$ cat config.mk
export PLATFORM = sky130hd
export DESIGN_NAME = result_display
export DESIGN_NICKNAME = d
export VERILOG_FILES = /design/src/rtl/result_display.sv
export SDC_FILE = /design/constraint.sdc
export NUM_CORES = 1
export LEC_CHECK = 0
export ABC_AREA = 1
export CAP_MARGIN = 20
export CORE_MARGIN = 2
export CORE_UTILIZATION = 50
export DETAILED_ROUTE_END_ITERATION = 12
export GPL_ROUTABILITY_DRIVEN = 1
export GPL_TIMING_DRIVEN = 1
export PLACE_DENSITY = 0.72
export SLEW_MARGIN = 30
export SYNTH_ARGS = -nofsm -noshare
export SYNTH_HDL_FRONTEND = slang
export SYNTH_SLANG_ARGS = --single-unit
$ cat constraint.sdc
create_clock -name clock -period 2.98 [get_ports clock]
set_input_delay 0.447 -clock clock [delete_from_list [all_inputs] [get_ports clock]]
set_output_delay 0.447 -clock clock [all_outputs]
set_load 0.05 [all_outputs]
$ cat src/rtl/result_display.sv
// result_display: signed 16-bit result to decimal on a multiplexed 8-digit active-low 7-segment display.
// Latency: conversion starts on the capture edge, digit registers load 17 edges later (18-cycle back-to-back).
// Backpressure: none; ans is sampled only when idle and ans != last, so changes during a conversion are deferred.
//
// Ports:
//   clock        sole clock, all state on its rising edge
//   reset        synchronous, active-high
//   ans[15:0]    two's-complement result from the arithmetic stage
//   seg[6:0]     segment drive, active-low, {g,f,e,d,c,b,a}
//   dp           decimal point, active-low, held off
//   an[7:0]      digit enables, active-low one-hot, bit 0 = rightmost position
//   busy         high while a conversion (CONVERT or UPDATE) is in flight
module result_display #(
    parameter int REFRESH_DIV = 50000
) (
    input  logic        clock,
    input  logic        reset,
    input  logic [15:0] ans,
    output logic [6:0]  seg,
    output logic        dp,
    output logic [7:0]  an,
    output logic        busy
);

    localparam int DIV_W = (REFRESH_DIV > 2) ? $clog2(REFRESH_DIV) : 1;
    localparam logic [DIV_W-1:0] DIV_LAST = DIV_W'(REFRESH_DIV - 1);

    localparam logic [6:0] SEG_BLANK = 7'h7F;
    localparam logic [6:0] SEG_MINUS = 7'h3F;

    typedef enum logic [1:0] {
        IDLE,
        CONVERT,
        UPDATE
    } state_t;

    // ------------------------------------------------------------------
    // Conversion state
    // ------------------------------------------------------------------
    state_t          state;
    logic [15:0]     last;
    logic            sign;
    logic [15:0]     mag;
    logic [19:0]     bcd;
    logic [3:0]      bitcnt;

    // Display-side registers: only written on the UPDATE edge, so the scan
    // never sees a partially converted value.
    logic [4:0][3:0] dig;
    logic            neg;

    // Scan state
    logic [DIV_W-1:0] div_cnt;
    logic [2:0]       scan;
    logic [2:0]       scan_nxt;

    // ------------------------------------------------------------------
    // Shift-add-3 correction applied to every BCD nibble before each shift
    // ------------------------------------------------------------------
    logic [19:0] bcd_adj;

    always_comb begin
        bcd_adj = bcd;
        for (int i = 0; i < 5; i++) begin
            if (bcd[4*i +: 4] >= 4'd5) begin
                bcd_adj[4*i +: 4] = bcd[4*i +: 4] + 4'd3;
            end
        end
    end

    // ------------------------------------------------------------------
    // Conversion FSM
    // ------------------------------------------------------------------
    always_ff @(posedge clock) begin
        if (reset) begin
            state  <= IDLE;
            last   <= 16'd0;
            sign   <= 1'b0;
            mag    <= 16'd0;
            bcd    <= 20'd0;
            bitcnt <= 4'd0;
            dig    <= '0;
            neg    <= 1'b0;
            busy   <= 1'b0;
        end else begin
            case (state)
                IDLE: begin
                    if (ans != last) begin
                        last   <= ans;
                        sign   <= ans[15];
                        // 16-bit negate: 0x8000 maps to 32768, which the
                        // unsigned magnitude register holds exactly.
                        mag    <= ans[15] ? (~ans + 16'd1) : ans;
                        bcd    <= 20'd0;
                        bitcnt <= 4'd0;
                        busy   <= 1'b1;
                        state  <= CONVERT;
                    end
                end
                CONVERT: begin
                    {bcd, mag} <= {bcd_adj[18:0], mag, 1'b0};
                    bitcnt     <= bitcnt + 4'd1;
                    if (bitcnt == 4'd15) begin
                        state <= UPDATE;
                    end
                end
                UPDATE: begin
                    dig   <= bcd;
                    neg   <= sign;
                    busy  <= 1'b0;
                    state <= IDLE;
                end
                default: begin
                    busy  <= 1'b0;
                    state <= IDLE;
                end
            endcase
        end
    end

    // ------------------------------------------------------------------
    // Per-position segment content
    // ------------------------------------------------------------------
    function automatic logic [6:0] seg_code(input logic [3:0] d);
        logic [6:0] s;
        case (d)
            4'd0:    s = 7'h40;
            4'd1:    s = 7'h79;
            4'd2:    s = 7'h24;
            4'd3:    s = 7'h30;
            4'd4:    s = 7'h19;
            4'd5:    s = 7'h12;
            4'd6:    s = 7'h02;
            4'd7:    s = 7'h78;
            4'd8:    s = 7'h00;
            4'd9:    s = 7'h10;
            default: s = SEG_BLANK;
        endcase
        return s;
    endfunction

    // upper_nz[k]: some digit at position k or above is nonzero.
    // upper_nz[5] is always 0 and closes the chain.
    logic [5:0]      upper_nz;
    logic [7:0][6:0] pos_seg;

    always_comb begin
        upper_nz = '0;
        for (int k = 4; k >= 0; k--) begin
            upper_nz[k] = upper_nz[k+1] | (dig[k] != 4'd0);
        end

        pos_seg    = {8{SEG_BLANK}};
        pos_seg[0] = seg_code(dig[0]);
        for (int k = 1; k < 5; k++) begin
            if (upper_nz[k]) begin
                pos_seg[k] = seg_code(dig[k]);
            end
        end
        // Minus floats one place left of the most significant nonzero digit;
        // a zero magnitude never gets a sign.
        for (int k = 1; k < 6; k++) begin
            if (neg && upper_nz[k-1] && !upper_nz[k]) begin
                pos_seg[k] = SEG_MINUS;
            end
        end
    end

    // ------------------------------------------------------------------
    // Digit scan: an and seg move together on the same edge
    // ------------------------------------------------------------------
    assign scan_nxt = scan + 3'd1;

    always_ff @(posedge clock) begin
        if (reset) begin
            div_cnt <= '0;
            scan    <= 3'd0;
            an      <= 8'hFE;
            seg     <= 7'h40;
        end else if (div_cnt == DIV_LAST) begin
            div_cnt <= '0;
            scan    <= scan_nxt;
            an      <= ~(8'b1 << scan_nxt);
            seg     <= pos_seg[scan_nxt];
        end else begin
            div_cnt <= div_cnt + 1'b1;
        end
    end

    assign dp = 1'b1;

endmodule
==> metrics.csv, run 1 <==
metric;value;unit
status;completed;
routed_wl;16900;um
cts_tree;done;
rows;45;
clock_sinks;149;
cts_inserted_buffers;17;
critPathKind;reg -> reg;
critPathLaunch;state[0]$_SDFFE_PP0P_;
core;15000;um2
max-cap-violations;0;
slew_headroom;0.461;
async_reset_ff_frac;0;
port_buffers;33;
n_antenna_cell;0;
avgSynthCellArea;7.15;um2
place_area;8070;um2
fp.dieArea;16200;um2
yosys_warnings;0;
nets;1148;
fmax;417;MHz
syn_to_final_growth;14.2;%
slowest_stage;nor3_1;
cts-root-buf;clkbuf_16;
cts.path.max_buffers;2;
fp.dieW;127;um
synth_flop_cell;dfxtp_1;
via_count;6688;
yosys.cell_count.top_type;nand2_1;
ys_seq_area_frac;0.392;
worstPathArrival;2.69;ns
setup_tns;0;ns
antenna_found_initial;0;
period_minus_slack;2.40;ns
grt_pass1_wl;29000;um
tightest_slew;0.807;ns
powerDensity;529;nW/um2
grt_max_degree;74;
synth_top_area_cell;dfxtp_1;
total_power;4.60;mW
synth.distinct_cells;40;
cts_hold_buffers;0;
cts_resized;0;
firstDrtPassIters;5;
pwr-share-comb;0.068;
grt_overflow_total;0;
wire_per_inst;13.1;um
routabilityCongestion;0.858;
hold_start;div_cnt[0]$_SDFF_PP0_;
vias_per_cell;5.19;
cts_max_level;4;
seq_power_share;0.449;
synthTopCellsByArea;dfxtp_1 (39%), nand2_1 (9.6%), ha_1 (7.1%);
drv_slew;0;
max_stage_delay;0.48;ns
synth_top_area_share;0.392;
required;3.28;ns
cts.repair_timing.setup_buffer_count;0;
synth_area;7600;um2
ant_nets;0;
drt-initial-drc-count;610;
drive_above_1_share;0.0645;
die_h;127;um
stdcell_area;8680;um2
rsz0062_at_grt;false;
io_pins;35;
timing.final.crit_share;0.805;
hold_class;reg -> reg;
p_leak;3.66;nW
clkPwrFrac;0.483;
ys_top_cells_by_count;nand2_1 (195), dfxtp_1 (149), nor2_1 (117), inv_1 (110), o21ai_0 (101);
rr_startpoint;state[0]$_SDFFE_PP0P_;
track_usage;0.218;
grt_pass1_vias;6201;
clock_latency;0.43;ns
route.detailed.drc;0;
synthCells;1063;
initial_utilization;0.506;
p_int;3.49;mW
swShare;0.240;
switchingPower;1.10;mW
finalClockSkew;0.00895;ns
crit_path_cell_trace;inv_1 > nand2_4 > inv_2 > nor2_1 > nor3_1 > inv_1 > ha_1 > o21ai_0 > o21ai_0;
setup_violations;0;
syn-num-nets;1124;
crit_fanout;19;
setup.worst_path.start_class;flip-flop;
hold_viol;0;
synth_seq_cells;149;
synth-edff-count;0;
hpwlAfterDp;11700;um
path_clk_slew;0.06;ns
ir_drop;0.491;mV
critPathCaptureType;flip-flop;
[metal layers]
| metal | track usage | vias up | routed length [um] |
|---|---|---|---|
| met5 | 0 | - | 0 |
| met4 | 0.0737 | 0 | 289 |
| met3 | 0.0381 | 25 | 432 |
| met2 | 0.359 | 95 | 7890 |
| met1 | 0.292 | 3017 | 8290 |
| li1 | - | 3551 | - |
[worst paths after layout]
kind / depth (start not counted) / endpoint / slack [ns]
max: 9 / flip-flop / 0.58
min: 1 / div_cnt[0]$_SDFF_PP0_ / 0.44
max reg2reg: 9 / flip-flop / 0.58
min reg2reg: 1 / div_cnt[0]$_SDFF_PP0_ / 0.44
[logic make-up (layout without fill, tap and decap cells)]
family / Yosys count / count (layout) / share of synthesized area
xor gates and xnor gates: 20 / 20 / 0.0230
adders and majority gates: 43 / 43 / 0.0708
AOI/OAI and AO/OA: 230 / 230 / 0.161
and+or+nand+nor: 462 / 462 / 0.264
other: 1 / 1 / 0.000493
buffers and inverters: 158 / 195 / 0.0879
DFF: 149 / 149 / 0.392
[cell type report]
type | instances | area, um2
sequential | 149 | 2980
clock buffer | 18 | 439
clock inverter | 14 | 175
fill | 1399 | 6350
inverter | 117 | 439
tap | 188 | 235
multi-input combinational | 756 | 3950
timing repair buffer | 46 | 460
[power groups by stage]
stage | logic, mW | registers [mW] | clock network [mW]
floorplan | 0.217 | 2.10 | 0
global placement | 0.308 | 2.11 | 0
detailed placement | 0.310 | 2.11 | 0
CTS | 0.313 | 2.06 | 2.26
global route | 0.352 | 2.07 | 2.35
finish | 0.313 | 2.06 | 2.22
[metrics by stage]
stage	instances	hold slack (ns)	utilization	worst slack, ns
floorplan	1063	0.418	-	0.629
global placement	1256	0.431	0.537	0.471
detailed placement	1256	0.438	0.537	0.427
global route	1288	0.473	0.578	0.300
finish	1288	0.443	0.578	0.581
CTS	1288	0.453	0.578	0.620
[layout by cell type (no fill, tap or decap), types with 3 or more instances in the layout]
| cell type | count |
|---|---|
| nor3_1 | 25 |
| a21oi_1 | 99 |
| nand4_1 | 7 |
| nand2_4 | 3 |
| o211ai_1 | 9 |
| clkdlybuf4s50_1 | 32 |
| ha_1 | 43 |
| nand2_1 | 195 |
| inv_1 | 110 |
| nand3b_1 | 3 |
| o21ai_0 | 101 |
| buf_4 | 10 |
| nor4_1 | 3 |
| inv_6 | 3 |
| buf_12 | 3 |
| a211o_1 | 3 |
| o31ai_1 | 10 |
| nor2_1 | 117 |
| clkbuf_16 | 17 |
| nor2_2 | 3 |
| nor3b_1 | 3 |
| or2_2 | 4 |
| inv_2 | 5 |
| nor3_2 | 5 |
| xor2_1 | 16 |
| dfxtp_1 | 149 |
| nand3_1 | 92 |
| clkinv_2 | 3 |
| bufinv_16 | 3 |
| xnor2_1 | 4 |
[critical path: cells and delay by family (launching register included)]
family                   cells  cell delay (ns)
AND/OR/NAND/NOR              3             0.74
AO/OA/AOI/OAI                2             0.35
flip-flops                   1             0.33
adder cells (fa/ha/maj)      1             0.24
buffers and inverters        3             0.61
Note: power is estimated with default switching activity, not from simulation.
==> inputs of run 2 (changes only) <==
--- a/config.mk
+++ b/config.mk
@@ -12,7 +12,7 @@
 export DETAILED_ROUTE_END_ITERATION = 12
 export GPL_ROUTABILITY_DRIVEN = 1
 export GPL_TIMING_DRIVEN = 1
-export PLACE_DENSITY = 0.72
+export PLACE_DENSITY = 0.75
 export SLEW_MARGIN = 30
 export SYNTH_ARGS = -nofsm -noshare
 export SYNTH_HDL_FRONTEND = slang
==> constraint.sdc (replaced) <==
create_clock -name clock -period 2.04 [get_ports clock]
set_input_delay 0.306 -clock clock [delete_from_list [all_inputs] [get_ports clock]]
set_output_delay 0.306 -clock clock [all_outputs]
set_load 0.05 [all_outputs]
==> run 2 against run 1 <==
Effect of this change: worst setup slack worse by 0.48 ns; design area up 5.1%; non-clock buffer count increased by 64; clock-buffer cell count up 4; first-iteration DRC count down 32%; clock skew is 0.0031 ns higher; clock power increased by 35%; critical path depth shrank 8; combinational power rose by 65%; highest routed layer unchanged.
==> metrics.csv, run 2 (synthesis gave the netlist of run 1 again) <==
metric;value;unit;change
cts.path.max_buffers;2;;unchanged
hold_class;in -> reg;;
drt-initial-drc-count;414;;-32%
switchingPower;1.62;mW;+47%
slowest_stage;clkdlybuf4s50_1;;
grt_pass1_vias;6482;;+4.5%
n_antenna_cell;0;;unchanged
max_stage_delay;0.83;ns;+0.35 ns
final_common_cell;nand2_1;;
multi_input_area;3970;um2;+0.41%
die_h;127;um;unchanged
setup.worst_path.start_class;flip-flop;;
grt_overflow_total;0;;unchanged
layout_common_cells;nand2_1 (195), dfxtp_1 (149), nor2_1 (117);;
ir_drop;0.559;mV;+14%
clock_sinks;149;;unchanged
p_leak;3.96;nW;+8.2%
routed_wl;17100;um;+1.3%
powerDensity;714;nW/um2;+35%
via_count;6955;;+4.0%
syn_to_final_growth;20.0;%;
required;1.73;ns;-1.55 ns
hpwlAfterDp;12500;um;+7.0%
place_ws;-0.0566;ns;-0.484 ns
fmax;515;MHz;
seqCellArea;2980;um2;unchanged
critPathKind;reg -> out;;
cts-root-buf;clkbuf_16;;
grt_pass1_wl;29300;um;+0.88%
vias_per_cell;5.14;;-0.93%
io_pins;35;;unchanged
setup_slack;0.0975;ns;-0.483 ns
port_buffers;33;;unchanged
clkPwrFrac;0.459;;-0.024
setup_violations;0;;unchanged
path_clk_slew;0.07;ns;about the same
hold_viol;0;;unchanged
grt_max_degree;34;;-54%
tightest_slew;0.513;ns;-0.295 ns
ant_nets;0;;unchanged
total_power;6.52;mW;+42%
rows;45;;unchanged
initial_utilization;0.506;;unchanged
status;completed;;
worstPathArrival;1.64;ns;-1.05 ns
fp.dieW;127;um;unchanged
route.detailed.drc;0;;unchanged
crit_path_cell_trace;clkdlybuf4s50_1;;
slew_headroom;0.657;;+0.196
period_minus_slack;1.94;ns;
antenna_found_initial;0;;unchanged
p_int;4.90;mW;+40%
timing.final.crit_share;0.952;;
swShare;0.249;;+0.00887
rsz0062_at_grt;false;;
crit_fanout;2;;-17
drv_slew;0;;unchanged
firstDrtPassIters;5;;unchanged
drive_above_1_share;0.118;;+0.0532
max-cap-violations;0;;unchanged
routabilityCongestion;0.892;;+4.0%
cpLargestDelayFamily;buffers and inverters;;
wire_per_inst;12.7;um;-3.5%
clock_latency;0.42;ns;about the same
cts_tree;done;;
fp.dieArea;16200;um2;unchanged
critPathCaptureType;output port;;
seq_power_share;0.462;;+0.013
core;15000;um2;unchanged
cts_max_level;4;;unchanged
crit_buf_inv;1;;-2
cts_inserted_buffers;17;;unchanged
track_usage;0.221;;+0.00215
nets;1212;;+5.6%
fill_cells;1319;;-5.7%
pwr-share-comb;0.079;;+0.011
finalClockSkew;0.0120;ns;+0.00305 ns
run 2: changes by cell type in the layout (fill, tap and decap cells not counted), sizes merged:
cell,delta
buf,+64
clkbuf,+4
bufinv,-3
clkinv,-3
clkinvlp,+1
inv,+1
run 2: what timing repair did:
item	4_1_cts	5_1_grt
endpoints found under the setup margin	0	9
setup buffers	0	0
hold buffers	0	0
resized for setup	0	3
run 2: per-stage QoR:
stage | hold WS, ns | instances | area (um2) | setup TNS [ns] | utilization
global route | 0.328 | 1352 | 9130 | 0 | 0.607
CTS | 0.273 | 1352 | 9120 | 0 | 0.607
floorplan | 0.418 | 1063 | 7620 | 0 | -
detailed placement | 0.438 | 1320 | 8550 | -0.387 | 0.569
global placement | 0.432 | 1320 | 8550 | -0.0884 | 0.569
finish | 0.296 | 1352 | 9130 | 0 | 0.607
run 2: path summary, 6_finish.rpt:
kind | end | slack [ns] | start | cells after the start
worst min-delay path | dig[16]$_SDFFE_PP0P_ | 0.30 | reset | 2
worst max register to register | scan[2]$_SDFFE_PP0P_ | 0.22 | div_cnt[0]$_SDFF_PP0_ | 10
worst max-delay path | busy | 0.1 | busy$_SDFFE_PP0P_ | 1
worst min register to register | div_cnt[0]$_SDFF_PP0_ | 0.44 | div_cnt[0]$_SDFF_PP0_ | 1
run 2: area by class of cell:
| type | instances | area share |
|---|---|---|
| Tap cell | 188 | 0.0258 |
| Sequential cell | 149 | 0.327 |
| Timing Repair Buffer | 110 | 0.102 |
| Inverter | 117 | 0.0484 |
| Multi-Input combinational cell | 756 | 0.435 |
| Clock inverter | 10 | 0.00946 |
| Clock buffer | 22 | 0.0531 |
run 2: routing by layer:
| layer | GRT usage | part of all wire | wire (um) |
|---|---|---|---|
| met1 | 0.281 | 0.47 | 8110 |
| met2 | 0.371 | 0.47 | 8070 |
| met3 | 0.0490 | 0.036 | 623 |
| met4 | 0.0730 | 0.019 | 323 |
| met5 | 0 | 0 | 0 |
run 2: power groups by stage:
stage                     Combinational [mW]  Sequential (mW)  Clock (mW)
after global placement                 0.505             3.07           0
after CTS                              0.515             3.01        3.03
final                                  0.515             3.01        2.99
after floorplan                        0.317             3.07           0
after global routing                   0.580             3.02        3.17
after detailed placement               0.512             3.08           0
==> inputs of run 3 (changes only) <==
--- a/config.mk
+++ b/config.mk
@@ -6,9 +6,10 @@
 export NUM_CORES = 1
 export LEC_CHECK = 0
 export ABC_AREA = 1
-export CAP_MARGIN = 20
+export CAP_MARGIN = 0
 export CORE_MARGIN = 2
 export CORE_UTILIZATION = 50
+export CTS_BUF_LIST = sky130_fd_sc_hd__clkbuf_4 sky130_fd_sc_hd__clkbuf_8 sky130_fd_sc_hd__clkbuf_16
 export DETAILED_ROUTE_END_ITERATION = 12
 export GPL_ROUTABILITY_DRIVEN = 1
 export GPL_TIMING_DRIVEN = 1
==> run 3 against run 2 <==
Effect of this change: global-route usage stayed put; clock skew is 0.0014 ns lower; flip-flop and latch count stayed put; final cell count stayed put; die area stayed put; critical endpoint unchanged.
==> metrics.csv, run 3 (synthesis gave the netlist of run 1 again) <==
metric;value;unit;change
fp.dieW;127;um;unchanged
max_stage_delay;0.83;ns;about the same
seq_power_share;0.461;;about the same
drt-initial-drc-count;414;;unchanged
crit_buf_inv;1;;unchanged
timing.final.crit_share;0.955;;+0.00241
tightest_slew;0.514;ns;+0.000838 ns
clock_sinks;149;;unchanged
clkPwrFrac;0.460;;about the same
grt_overflow_total;0;;unchanged
track_usage;0.221;;unchanged
routed_wl;17100;um;about the same
crit_fanout;2;;unchanged
p_int;4.91;mW;+0.27%
path_clk_slew;0.07;ns;about the same
cts.repair_timing.setup_buffer_count;0;;unchanged
route.detailed.drc;0;;unchanged
n_antenna_cell;0;;unchanged
cts-root-buf;clkbuf_16;;
grt_max_degree;34;;unchanged
initial_utilization;0.506;;unchanged
drv_slew;0;;unchanged
fp.dieArea;16200;um2;unchanged
drive_above_1_share;0.119;;+0.000859
switchingPower;1.62;mW;-0.14%
hold_class;in -> reg;;
port_buffers;33;;unchanged
powerDensity;715;nW/um2;+0.13%
cts_max_level;4;;unchanged
cts_tree;done;;
final_common_cell;nand2_1;;
ant_nets;0;;unchanged
crit_path_cell_trace;clkdlybuf4s50_1;;
core;15000;um2;unchanged
worstPathArrival;1.64;ns;about the same
slowest_stage;clkdlybuf4s50_1;;
fmax;513;MHz;-0.25%
wire_per_inst;12.7;um;about the same
setup_violations;0;;unchanged
status;completed;;
slew_headroom;0.657;;about the same
io_pins;35;;unchanged
required;1.73;ns;about the same
grt_pass1_wl;29300;um;unchanged
clock_latency;0.42;ns;about the same
multi_input_area;3970;um2;unchanged
seqCellArea;2980;um2;unchanged
firstDrtPassIters;5;;unchanged
ir_drop;0.560;mV;+0.15%
pwr-share-comb;0.079;;about the same
antenna_found_initial;0;;unchanged
hold_viol;0;;unchanged
swShare;0.248;;-0.000761
setup_tns;0;ns;unchanged
critPathKind;reg -> out;;
die_h;127;um;unchanged
stdcell_count;1352;;unchanged
finalClockSkew;0.0106;ns;-0.00142 ns
nets;1212;;unchanged
cts.path.max_buffers;2;;unchanged
syn_to_final_growth;20.1;%;about the same
cpLargestDelayFamily;buffers and inverters;;
routabilityCongestion;0.892;;unchanged
hold-worst-slack;0.298;ns;+0.00169 ns
rows;45;;unchanged
critPathCaptureType;output port;;
hpwlAfterDp;12500;um;unchanged
setup.worst_path.start_class;flip-flop;;
cts_inserted_buffers;17;;unchanged
fill_cells;1318;;-0.076%
via_count;6955;;unchanged
period_minus_slack;1.95;ns;+0.00491 ns
rsz0062_at_grt;false;;
p_leak;3.96;nW;about the same
grt_pass1_vias;6482;;unchanged
vias_per_cell;5.14;;unchanged
placedCellCount;1320;;unchanged
layout_common_cells;nand2_1 (195), dfxtp_1 (149), nor2_1 (117);;
max-cap-violations;0;;unchanged
-- run 3: cell counts in the layout (fill, tap and decap cells not counted) --
Identical to the previous run, type by type.
-- run 3: power by group through the flow --
stage / Clock, mW / Sequential (mW) / Combinational (mW)
3_3_place_gp: 0 / 3.07 / 0.505
6_report: 3.00 / 3.01 / 0.515
2_1_floorplan: 0 / 3.07 / 0.317
3_5_place_dp: 0 / 3.08 / 0.512
5_1_grt: 3.18 / 3.02 / 0.580
4_1_cts: 3.05 / 3.01 / 0.515
-- run 3: metrics by stage --
stage / area, um2 / utilization / worst slack (ns) / power, mW
after floorplan: 7620 / - / 0.0705 / 3.39
after global placement: 8550 / 0.569 / -0.0239 / 3.58
after detailed placement: 8550 / 0.569 / -0.0566 / 3.59
after CTS: 9120 / 0.607 / 0.0909 / 6.57
after global routing: 9130 / 0.607 / 0.00179 / 6.78
final: 9130 / 0.607 / 0.0926 / 6.53
-- run 3: path summary, 6_finish.rpt --
check	end	cells past startpoint	startpoint	slack, ns
max reg2reg	scan[2]$_SDFFE_PP0P_	10	div_cnt[0]$_SDFF_PP0_	0.22
min reg2reg	div_cnt[0]$_SDFF_PP0_	1	div_cnt[0]$_SDFF_PP0_	0.44
max	busy	1	busy$_SDFFE_PP0P_	0.09
min	dig[16]$_SDFFE_PP0P_	2	reset	0.30
-- run 3: repair_timing --
item                                    4_1_cts  5_1_grt
hold buffers                                  0        0
endpoints found under the setup margin        0        9
gates resized for setup                       0        3
-- run 3: area by class of cell --
type | count | share of cell area
multi-input combinational | 756 | 0.435
clock inverter | 10 | 0.00946
clock buffer | 22 | 0.0534
tap | 188 | 0.0258
timing repair buffer | 110 | 0.102
sequential | 149 | 0.327
inverter | 117 | 0.0484
-- run 3: routing by layer --
layer,GRT usage,routed length (um),vias up
met5,0,0,-
li1,-,-,3667
met1,0.281,8140,3143
met3,0.0490,546,23
met4,0.0730,310,0
met2,0.371,8100,122
